## src/rtl/mux_pipe_n_if.sv

```systemverilog
// Signal bundle for mux_pipe_n: flattened input channels, select, pipeline
// controls and the registered result.
interface mux_pipe_n_if #(
    parameter int WIDTH  = 32,
    parameter int NUM_IN = 4,
    parameter int SEL_W  = 2
);
    logic [NUM_IN*WIDTH-1:0] in_bus;
    logic [SEL_W-1:0]        sel;
    logic                    valid_in;
    logic                    hold;
    logic                    flush;
    logic [WIDTH-1:0]        out;
    logic                    valid_out;
    logic                    sel_err;

    modport master (
        output in_bus, sel, valid_in, hold, flush,
        input  out, valid_out, sel_err
    );

    modport slave (
        input  in_bus, sel, valid_in, hold, flush,
        output out, valid_out, sel_err
    );
endinterface

```

## src/rtl/mux_pipe_n.sv

```systemverilog
// N-way datapath selector with an optional register pipeline (0..4 stages).
// Each stage carries data, valid and an out-of-range-select flag.
module mux_pipe_n #(
    parameter int               WIDTH       = 32,
    parameter int               NUM_IN      = 4,
    parameter int               SEL_W       = 2,
    parameter int               STAGES      = 1,
    parameter logic [WIDTH-1:0] DEFAULT_VAL = '0
) (
    input  logic         clk,
    input  logic         rst,
    mux_pipe_n_if.slave  bus
);

    if (NUM_IN < 2 || NUM_IN > 16) begin : g_bad_num_in
        $error("mux_pipe_n: NUM_IN must be in 2..16");
    end
    if ((1 << SEL_W) < NUM_IN) begin : g_bad_sel_w
        $error("mux_pipe_n: SEL_W too narrow to address NUM_IN channels");
    end
    if (STAGES < 0 || STAGES > 4) begin : g_bad_stages
        $error("mux_pipe_n: STAGES must be in 0..4");
    end

    logic [WIDTH-1:0] mux_d;
    logic             err_d;

    // Unmatched selects fall through to DEFAULT_VAL with the error flag set.
    always_comb begin
        mux_d = DEFAULT_VAL;
        err_d = 1'b1;
        for (int i = 0; i < NUM_IN; i++) begin
            if (int'(bus.sel) == i) begin
                mux_d = bus.in_bus[i*WIDTH +: WIDTH];
                err_d = 1'b0;
            end
        end
    end

    if (STAGES == 0) begin : g_comb
        logic unused_ctrl;
        assign unused_ctrl   = &{1'b0, clk, rst, bus.hold, bus.flush};
        assign bus.out       = mux_d;
        assign bus.valid_out = bus.valid_in;
        assign bus.sel_err   = err_d & bus.valid_in;
    end else begin : g_pipe
        logic [WIDTH-1:0]  data_q [STAGES];
        logic [STAGES-1:0] valid_q;
        logic [STAGES-1:0] err_q;

        // Flush only clears the qualifiers; data is don't-care while invalid.
        always_ff @(posedge clk or posedge rst) begin
            if (rst) begin
                for (int k = 0; k < STAGES; k++) begin
                    data_q[k] <= '0;
                end
                valid_q <= '0;
                err_q   <= '0;
            end else if (bus.flush) begin
                valid_q <= '0;
                err_q   <= '0;
            end else if (!bus.hold) begin
                data_q[0]  <= mux_d;
                valid_q[0] <= bus.valid_in;
                err_q[0]   <= err_d & bus.valid_in;
                for (int k = 1; k < STAGES; k++) begin
                    data_q[k]  <= data_q[k-1];
                    valid_q[k] <= valid_q[k-1];
                    err_q[k]   <= err_q[k-1];
                end
            end
        end

        assign bus.out       = data_q[STAGES-1];
        assign bus.valid_out = valid_q[STAGES-1];
        assign bus.sel_err   = err_q[STAGES-1];
    end

endmodule

```

## src/flat_wrapper.sv

```systemverilog
// flat-port wrapper written by rule: the top's interface ports become plain ports
module mux_pipe_n_flat 
#(
    parameter int               WIDTH       = 32,
    parameter int               NUM_IN      = 4,
    parameter int               SEL_W       = 2,
    parameter int               STAGES      = 1,
    parameter logic [WIDTH-1:0] DEFAULT_VAL = '0
)
  (clk, rst, bus_in_bus, bus_sel, bus_valid_in, bus_hold, bus_flush, bus_out, bus_valid_out, bus_sel_err);
  mux_pipe_n_if #(.WIDTH(WIDTH), .NUM_IN(NUM_IN), .SEL_W(SEL_W)) bus_i ();
  input  logic clk;
  input  logic rst;
  input wire logic [$bits(bus_i.in_bus)-1:0] bus_in_bus;
  input wire logic [$bits(bus_i.sel)-1:0] bus_sel;
  input wire logic [$bits(bus_i.valid_in)-1:0] bus_valid_in;
  input wire logic [$bits(bus_i.hold)-1:0] bus_hold;
  input wire logic [$bits(bus_i.flush)-1:0] bus_flush;
  output wire logic [$bits(bus_i.out)-1:0] bus_out;
  output wire logic [$bits(bus_i.valid_out)-1:0] bus_valid_out;
  output wire logic [$bits(bus_i.sel_err)-1:0] bus_sel_err;
  assign bus_i.in_bus = bus_in_bus;
  assign bus_i.sel = bus_sel;
  assign bus_i.valid_in = bus_valid_in;
  assign bus_i.hold = bus_hold;
  assign bus_i.flush = bus_flush;
  assign bus_out = bus_i.out;
  assign bus_valid_out = bus_i.valid_out;
  assign bus_sel_err = bus_i.sel_err;
  mux_pipe_n #(.WIDTH(WIDTH), .NUM_IN(NUM_IN), .SEL_W(SEL_W), .STAGES(STAGES), .DEFAULT_VAL(DEFAULT_VAL)) u_core (.clk(clk), .rst(rst), .bus(bus_i));
endmodule
```

## config.mk

```make
export PLATFORM = sky130hd
export DESIGN_NAME = mux_pipe_n_flat
export DESIGN_NICKNAME = d
export VERILOG_FILES = /design/src/rtl/mux_pipe_n_if.sv /design/src/rtl/mux_pipe_n.sv /design/src/flat_wrapper.sv
export SDC_FILE = /design/constraint.sdc
export NUM_CORES = 1
export LEC_CHECK = 0
export CORE_UTILIZATION = 30
export CTS_CLUSTER_SIZE = 12
export DETAILED_ROUTE_END_ITERATION = 10
export MAX_ROUTING_LAYER = met4
export PLACE_DENSITY_LB_ADDON = 0.25
export SLEW_MARGIN = 25
export SYNTH_ARGS = -nofsm -noshare
export SYNTH_HDL_FRONTEND = slang
export SYNTH_SLANG_ARGS = --single-unit
```

## constraint.sdc

```tcl
create_clock -name clk -period 0.9 [get_ports clk]
set_input_delay 0.18 -clock clk [delete_from_list [all_inputs] [get_ports clk]]
set_output_delay 0.18 -clock clk [all_outputs]
set_load 0.1 [all_outputs]
```

==> metrics.md, run 1 <==
| Metric | Value |
|---|---|
| Gpl congestion | 0.6726 |
| Met1 usage | ~25% |
| Max Fclk | a little under 900 MHz |
| Place WS | -794.1 ps |
| Syn nets | around 330 |
| Critical Path Max Stage Delay | around 500 ps |
| Global-route wire length before repair | about 13 mm |
| P_sw | between 3 and 4 mW |
| Type of the worst setup path | reg2out |
| Synth area leaders | dfrtp_1 37%, mux2i_1 28%, o221ai_2 19%, o21ai_0 6.9%, buf_12 2.6% |
| Crit. End Element | output pin |
| # setup viols final | 62 |
| Sequential share of power | 27.7% |
| Largest net degree at the start of global routing | 22 |
| Delay-heaviest family, CP | flip-flops |
| 1st-iter DRT viols | 64 |
| Total routing usage reported by global routing | 20.45% |
| DR vias/cell | 5.022 |
| Relative slew margins | 81.30% |
| Cells after Synth | between 150 and 200 |
| Worst-path clk slew | about 70 ps |
| Hold slack | 291.3 ps |
| Grt met2 use | 34.23% |
| Synthesis Warnings | 0 |
| WL final | 7.990 mm |
| Post-DP Area | approximately 0.0045 mm² |
| Post-Layout Inst Area | 0.004837 mm² |
| Nets | 501 |
| Hold Violations, Final | 0 |
| WL/cell | 17.18 µm |
| Clock Skew | 0 ps |
| Port buffer count | 168 |
| Placed insts | between 400 and 500 |
| Clock power frac | between 10% and 20% |
| Hold crit path type | in2async |
| GR peak layer | met2 |
| Area share of the largest cell type after synthesis | 36.66% |
| Ant. Diodes | 0 |
| Crit share post-route | 126.0% |
| Clk buf depth | 2 |
| Unrepaired setup endpoints after global routing | yes |
| CP startpoint kind | flop |
| Fillcell total | 569 |
| Antenna violations before repair | 0 |
| Internal power | 4.210 mW |
| Violated checks | negative setup slack |
| Most frequent cells in the layout | 130 x clkdlybuf4s50_1, 65 x mux2i_1, 42 x buf_12, 32 x dfrtp_2 |
| Clk_lat worst skew | 280 ps |
| Remaining DRCs | 0 |
| Slew Viols, Final | 0 |
| Min cycle time layout | between 1000 and 1500 ps |
| CP max FO | 2 |
| DIE AREA | 0.008092 mm² |
| Max-cap violations | 0 |
| Die W | 89.96 µm |
| Share of post-route cells with drive strength above 1 | between 30% and 40% |
| Status | finished, violations left |
| # IOs | 169 |
| Dpl hpwl | 5.887 mm |
| GRT Residual Overflow | 0 |
| Drt pass-1 iters | 4 |
| Mapped Area | 0.002321 mm² |
| WP buf/inv | 1 |
| Worst-margin pin slew | 272.8 ps |
| CTS buffer count | 5 |
| CTS root buf | clkbuf_8 |
| Switching share of power | between 40% and 50% |
| Avg Cell Area, Syn | 12.15 µm² |
| Arrival time worst endpoint | 950 ps |
| Vias post-DR | about 2300 |
| Worst-path cell chain | buf_12 |
| Setup TNS | -6769 ps |
| Final ANT Viol Nets | 0 |
| Layout area overhead | 108.4% |
| Gate power share | 58.2% |
| H-tree depth | 2 |
| Worst vdd ir | 0.0007007 V |
| Register area share after synthesis | 36.66% |
| Initial Utilization | 31.49% |
| Final worst slack | -234.2 ps |
| M3 GR Usage | 5.415% |
| Most common cell after layout, fill and taps aside | clkdlybuf4s50_1 |
| Crit path required time | just over 700 ps |
| CORE AREA | 0.007370 mm² |
| Num rows | 31 |
| Finished Layout Cells | approximately 470 |
| Cell variety after synth | 15 |
| Flops & latches, synth | 34 |
| CTS tree | built |
| CP max stage cell | dfrtp_4 |
| Lkg Pwr | about 2 nW |
| # clock sinks | 34 |
| PD cells | roughly 1500 mW/mm² |
| Vias in the first global route | between 2000 and 2500 |
| Die H | around 90 µm |
| Biggest area consumer among synthesized cells | dfrtp_1 |
-- worst paths after layout --
kind,startpoint,end,slack (ps),cells after the start
min in group clk,bus_flush,u_core.bus.sel_err$_DFFE_PP0P_,290,3
max in group asynchronous,rst,u_core.bus.valid_out$_DFFE_PP0P_,450,3
setup reg to reg,u_core.bus.out[13]$_DFFE_PP0P_,u_core.bus.out[13]$_DFFE_PP0P_,70,2
setup / recovery,u_core.bus.sel_err$_DFFE_PP0P_,bus_sel_err,-230,1
hold reg to reg,u_core.bus.out[18]$_DFFE_PP0P_,u_core.bus.out[18]$_DFFE_PP0P_,580,2
hold / removal,rst,u_core.bus.out[13]$_DFFE_PP0P_,290,3
-- routing by layer --
metal | share of wire, % | vias up
met2 | 50 | 114
met3 | 7.2 | 6
li1 | - | 1105
met1 | 42 | 1110
met4 | 0.66 | 0
met5 | 0 | -
-- synthesized netlist by cell type, drive strengths merged --
cell type	n
mux2i	65
dfrtp	34
o21ai	32
o221ai	32
buf	15
clkbuf	7
nor2	2
inv	1
nand2	1
or3	1
or3b	1
-- kinds of logic after synthesis --
kind of cell | share of synthesized area (%)
flip-flops | 36.66
AND/OR/NAND/NOR | 1.132
AO/OA/AOI/OAI | 27.06
multiplexers | 28.03
buffers and inverters | 7.116
-- stage by stage --
stage          util, %  total power, mW
3_3_place_gp     61.55            6.280
2_1_floorplan        -            4.380
3_5_place_dp     61.55            6.329
5_1_grt          65.64            7.710
4_1_cts          64.43            7.454
6_report         65.64            7.428
-- worst min-delay path, delay by kind of cell --
family                 cells  cell delay [ps]
buffers and inverters      3              730
-- timing repair --
action | 4_1_cts | 5_1_grt
pin swaps | 2 | 3
setup buffers | 1 | 3
hold buffers | 0 | 0
resized for setup | 27 | 8
cloned | 3 | 2
setup endpoints to repair | 67 | 53
-- cell type report --
type	instances	area (µm²)	share of cell area, %
clock inverter	2	10.01	0.2069
clock buffer	5	68.82	1.423
inverter	1	7.507	0.1552
timing repair buffer	190	2392	49.46
sequential	34	898.4	18.57
multi-input combinational	134	1336	27.63
tap	99	123.9	2.561
-- power groups by stage --
stage               Clock (mW)  Combinational (mW)  Sequential (mW)
floorplan                    0               0.736             3.64
global placement             0                4.20             2.08
detailed placement           0                4.25             2.08
CTS                       1.08                4.32             2.06
global route              1.14                4.48             2.08
finish                    1.05                4.32             2.06
-- sequential cells by signal (all words and copies together), names as in the netlist --
register,count
u_core.bus.out,32
u_core.bus.valid_out,1
u_core.bus.sel_err,1
No activity file was read; power rests on OpenSTA's default activity.
==> run 2, diff against run 1 <==
--- a/config.mk
+++ b/config.mk
@@ -9,7 +9,7 @@
 export CTS_CLUSTER_SIZE = 12
 export DETAILED_ROUTE_END_ITERATION = 10
 export MAX_ROUTING_LAYER = met4
-export PLACE_DENSITY_LB_ADDON = 0.25
+export PLACE_DENSITY = 0.85
 export SLEW_MARGIN = 25
 export SYNTH_ARGS = -nofsm -noshare
 export SYNTH_HDL_FRONTEND = slang
==> metrics.md, run 2 (synthesized netlist as in run 1, its figures left out) <==
| Metric | Value |
|---|---|
| # clock sinks | 34 |
| WL/cell | 16.96 µm |
| Vias post-DR | 2331 |
| CORE AREA | between 0.007 and 0.008 mm² |
| Clk_lat worst skew | 270 ps |
| Unrepaired setup endpoints after global routing | yes |
| PD cells | 1549 mW/mm² |
| Total routing usage reported by global routing | 20.58% |
| Met1 WL | 3.373 mm |
| Slew Viols, Final | 0 |
| Setup TNS | -7436 ps |
| Port buffer count | 168 |
| Max Fclk | 888.2 MHz |
| Clock Skew | 0 ps |
| DR vias/cell | about 5.0 |
| Largest net degree at the start of global routing | 29 |
| Crit. End Element | output pin |
| Worst reg2reg startpoint | u_core.bus.out[1]$_DFFE_PP0P_ |
| Hold Violations, Final | 0 |
| Die W | 89.96 µm |
| # IOs | 169 |
| RR Endpoint | u_core.bus.out[1]$_DFFE_PP0P_ |
| Clk buf depth | 2 |
| Remaining DRCs | 0 |
| Vias in the first global route | 2560 |
| Worst vdd ir | about 0.0007 V |
| R2r worst-path depth | 2 |
| Lkg Pwr | 1.994 nW |
| CP max stage cell | dfrtp_4 |
| Die H | 89.96 µm |
| Status | finished, violations left |
| Top Metal Used | met4 |
| Post-DP Area | 0.004548 mm² |
| Final ANT Viol Nets | 0 |
| WP buf/inv | 1 |
| Place WS | -842.1 ps |
| Drt pass-1 iters | 4 |
| Most frequent cells in the layout | 130 x clkdlybuf4s50_1, 65 x mux2i_1, 45 x buf_12, 32 x o21ai_0, 32 x dfrtp_2 |
| CP max FO | 2 |
| Nets | 504 |
| H-tree depth | 2 |
| Share of post-route cells with drive strength above 1 | 37.57% |
| Delay-heaviest family, CP | flip-flops |
| Max reg flops | 32 |
| Hold crit path type | in2async |
| CTS tree | built |
| Worst-path clk slew | 70 ps |
| Metal3 WL | between 400 and 500 µm |
| Initial Utilization | 31.49% |
| Crit path required time | 720 ps |
| CP startpoint kind | flop |
| Gpl congestion | 0.7326 |
| CTS buffer count | 5 |
| # setup viols final | 61 |
| Critical Path Source | u_core.bus.valid_out$_DFFE_PP0P_ |
| Placed insts | 450 |
| WL final | 7.954 mm |
| Type of the worst setup path | reg2out |
| GRT Residual Overflow | 0 |
| Relative slew margins | 71.52% |
| Arrival time worst endpoint | 950 ps |
| Most common cell after layout, fill and taps aside | clkdlybuf4s50_1 |
| Max-cap violations | 0 |
| Layout area overhead | 112.3% |
| Final worst slack | -225.9 ps |
| Violated checks | negative setup slack |
| DIE AREA | 0.008092 mm² |
| Ant. Diodes | 0 |
| Finished Layout Cells | 469 |
| Reg2reg setup slack | -30 ps |
| Dpl hpwl | 6.008 mm |
| Post-Layout Inst Area | about 0.005 mm² |
| WL met2 | 4.032 mm |
| Worst-margin pin slew | approximately 420 ps |
| Worst-path cell chain | buf_12 |
| Global-route wire length before repair | 13.05 mm |
| 1st-iter DRT viols | 34 |
| Min cycle time layout | around 1100 ps |
| Crit share post-route | 125.1% |
| Num rows | 31 |
| Final core occ | 66.88% |
| Antenna violations before repair | 0 |
| CTS root buf | clkbuf_8 |
| Critical Path Max Stage Delay | 490 ps |
[run 2: per-stage QoR]
stage               hold WS (ps)  total power [mW]
detailed placement         461.9             6.329
global placement           460.0             6.265
finish                     163.3             7.634
floorplan                  119.8             4.380
global route               166.5             7.913
CTS                        154.6             7.621
[run 2: final cells by class]
class,instances,area [µm²]
timing repair buffer,193,2415
tap,99,123.9
clock inverter,1,5.005
sequential,34,898.4
multi-input combinational,134,1393
inverter,1,7.507
fill,517,2441
clock buffer,7,86.33
[run 2: what timing repair did]
action,in CTS,in global routing
buffers inserted,8,1
hold buffers,0,0
pin swaps,6,7
resized for setup,28,9
gates cloned,4,1
setup endpoints to repair,66,66
[run 2: how the worst max path moves through the flow]
stage	slack (ps)	cells after the start	to
after floorplan	-270	5	u_core.bus.out[0]$_DFFE_PP0P_
after global placement	-790	4	u_core.bus.out[10]$_DFFE_PP0P_
after detailed placement	-840	4	u_core.bus.out[1]$_DFFE_PP0P_
after CTS	-240	1	bus_sel_err
after global routing	-260	1	bus_valid_out
final	-230	1	bus_valid_out
[run 2: power by group]
| part | leakage (nW) | switching [mW] | total (mW) | internal [mW] |
|---|---|---|---|---|
| logic | 1.56 | 2.48 | 4.42 | 1.94 |
| clock network | 0.0482 | 0.533 | 1.15 | 0.617 |
| registers | 0.383 | 0.261 | 2.07 | 1.81 |
[run 2: metal layers]
layer / GRT usage, % / up-vias
met5: - / -
met4: 4.301 / 0
met3: 4.399 / 11
met2: 34.29 / 94
met1: 25.81 / 1115
li1: - / 1111
==> run 3, diff against run 2 <==
--- a/config.mk
+++ b/config.mk
@@ -5,11 +5,13 @@
 export SDC_FILE = /design/constraint.sdc
 export NUM_CORES = 1
 export LEC_CHECK = 0
-export CORE_UTILIZATION = 30
+export CELL_PAD_IN_SITES_DETAIL_PLACEMENT = 1
+export CELL_PAD_IN_SITES_GLOBAL_PLACEMENT = 1
+export CORE_UTILIZATION = 23
 export CTS_CLUSTER_SIZE = 12
 export DETAILED_ROUTE_END_ITERATION = 10
 export MAX_ROUTING_LAYER = met4
-export PLACE_DENSITY = 0.85
+export PLACE_DENSITY = 0.89
 export SLEW_MARGIN = 25
 export SYNTH_ARGS = -nofsm -noshare
 export SYNTH_HDL_FRONTEND = slang
==> metrics.md, run 3 (synthesized netlist as in run 1, its figures left out) <==
| Metric | Value |
|---|---|
| Final core occ | 50.10% |
| Initial Utilization | about a quarter |
| Clock Skew | 0 ps |
| Relative slew margins | 73.07% |
| Violated checks | negative setup slack |
| Worst vdd ir | 0.0006565 V |
| Global-route wire length before repair | 14.58 mm |
| Largest net degree at the start of global routing | 35 |
| Antenna violations before repair | 0 |
| Layout area overhead | 111.0% |
| Vias in the first global route | 2712 |
| M3 GR Usage | 4.309% |
| Grt met2 use | 35.79% |
| Worst-path clk slew | 60 ps |
| Drt pass-1 iters | 4 |
| Num rows | 36 |
| Share of post-route cells with drive strength above 1 | 37.50% |
| DIE AREA | about 0.010 mm² |
| 1st-iter DRT viols | 27 |
| Switching share of power | 43.78% |
| Final ANT Viol Nets | 0 |
| Unrepaired setup endpoints after global routing | yes |
| WL/cell | 19.51 µm |
| Post-DP Area | ~0.0046 mm² |
| Port buffer count | 168 |
| CTS root buf | clkbuf_8 |
| Min cycle time layout | 1131 ps |
| # setup viols final | 65 |
| GRT Residual Overflow | 0 |
| Crit. path cell count | 1 |
| CP max FO | 2 |
| Number of hold buffers added after CTS | 0 |
| Max-cap violations | 0 |
| Dpl hpwl | 7.082 mm |
| Internal power | 4.256 mW |
| Most common cell after layout, fill and taps aside | clkdlybuf4s50_1 |
| Clock power frac | 13.9% |
| GR peak layer | met2 |
| CTS tree | built |
| CP startpoint kind | flop |
| Nets | 495 |
| Max Fclk | 884.4 MHz |
| Critical Path Max Stage Delay | 500 ps |
| CTS buffer count | 5 |
| DR vias/cell | 4.799 |
| Type of the worst setup path | reg2out |
| Post-Layout Inst Area | 0.004897 mm² |
| PD cells | 1546 mW/mm² |
| Die H | 102.5 µm |
| Clk buf depth | 2 |
| Remaining DRCs | 0 |
| Worst-path cell chain | buf_12 |
| Clk_lat worst skew | roughly 280 ps |
| Hold crit path type | in2async |
| Total routing usage reported by global routing | 19.39% |
| Vias post-DR | around 2400 |
| Fillcell total | 1040 |
| CORE AREA | 0.009774 mm² |
| Lkg Pwr | 1.912 nW |
| Crit path required time | a little over 700 ps |
| Most frequent cells in the layout | 130 x clkdlybuf4s50_1, 59 x mux2i_1, 40 x buf_12, 32 x dfrtp_2, 31 x o21ai_0 |
| Crit share post-route | 125.6% |
| WP buf/inv | 1 |
| Slew Viols, Final | 0 |
| Die W | 102.5 µm |
| # clock sinks | 34 |
| CP max stage cell | dfrtp_4 |
| H-tree depth | 2 |
| WL final | between 9 and 10 mm |
| Gpl congestion | 0.6638 |
| Crit. End Element | output pin |
| Status | finished, violations left |
| P_sw | 3.314 mW |
| Worst-margin pin slew | 399.7 ps |
| Met1 usage | 20.85% |
| Arrival time worst endpoint | approximately 950 ps |
| R2r worst-path depth | 2 |
| Ant. Diodes | 0 |
| Max reg flops | 32 |
| Delay-heaviest family, CP | flip-flops |
| Final worst slack | -230.7 ps |
| # IOs | 169 |
| Gate power share | 58.9% |
| Hold Violations, Final | 0 |
| Sequential share of power | 27.3% |
==> run 3: cell count changes in the layout (fill, tap and decap cells not counted), moves of 3 or more <==
cell | before | now
buf_4 | 10 | 7
mux2i_2 | 0 | 6
mux2i_1 | 65 | 59
buf_12 | 45 | 40
o221ai_2 | 26 | 23
o221ai_4 | 6 | 9
==> run 3: layout make-up <==
| class | count | area, µm² | area share (%) |
|---|---|---|---|
| Sequential cell | 34 | 898.4 | 18.34 |
| Clock buffer | 7 | 76.32 | 1.559 |
| Tap cell | 133 | 166.4 | 3.398 |
| Inverter | 1 | 7.507 | 0.1533 |
| Timing Repair Buffer | 184 | 2296 | 46.88 |
| Multi-Input combinational cell | 134 | 1453 | 29.66 |
==> run 3: metrics by stage <==
step | worst slack, ps | std cells | power [mW] | TNS [ps] | hold WS [ps]
floorplan | -271.0 | 191 | 4.380 | -8495 | 119.8
global placement | -727.0 | 481 | 6.263 | -23110 | 554.6
detailed placement | -767.2 | 481 | 6.380 | -24310 | 569.3
CTS | -242.4 | 492 | 7.530 | -6410 | 290.5
global route | -261.5 | 493 | 7.881 | -7679 | 300.2
finish | -230.7 | 493 | 7.570 | -6354 | 291.3
==> run 3: routing by layer <==
| layer | part of all wire (%) | wire (µm) | up-vias |
|---|---|---|---|
| met5 | 0 | 0 | - |
| met4 | 1.7 | 159 | 0 |
| met3 | 7.3 | 703 | 12 |
| met2 | 54 | 5153 | 108 |
| met1 | 37 | 3601 | 1157 |
| li1 | - | - | 1089 |
==> run 3: final timing paths <==
kind,from,endpoint,slack (ps)
max in group asynchronous,rst,u_core.bus.out[17]$_DFFE_PP0P_,450
hold / removal,rst,u_core.bus.out[30]$_DFFE_PP0P_,290
setup reg to reg,u_core.bus.out[13]$_DFFE_PP0P_,u_core.bus.out[13]$_DFFE_PP0P_,-10
min in group clk,bus_hold,u_core.bus.sel_err$_DFFE_PP0P_,390
hold reg to reg,u_core.bus.out[8]$_DFFE_PP0P_,u_core.bus.out[8]$_DFFE_PP0P_,590
setup / recovery,u_core.bus.sel_err$_DFFE_PP0P_,bus_sel_err,-230
==> run 3: power groups by stage <==
stage / logic, mW / clock network (mW) / registers, mW
after floorplan: 0.736 / 0 / 3.64
final: 4.46 / 1.05 / 2.06
after global placement: 4.19 / 0 / 2.07
after global routing: 4.62 / 1.16 / 2.10
after detailed placement: 4.29 / 0 / 2.09
after CTS: 4.38 / 1.09 / 2.06
==> run 3: timing repair <==
action	CTS	global route
resized for setup	24	16
buffers inserted	0	1
endpoints found under the setup margin	68	65
pin swaps	3	1
gates cloned	4	0
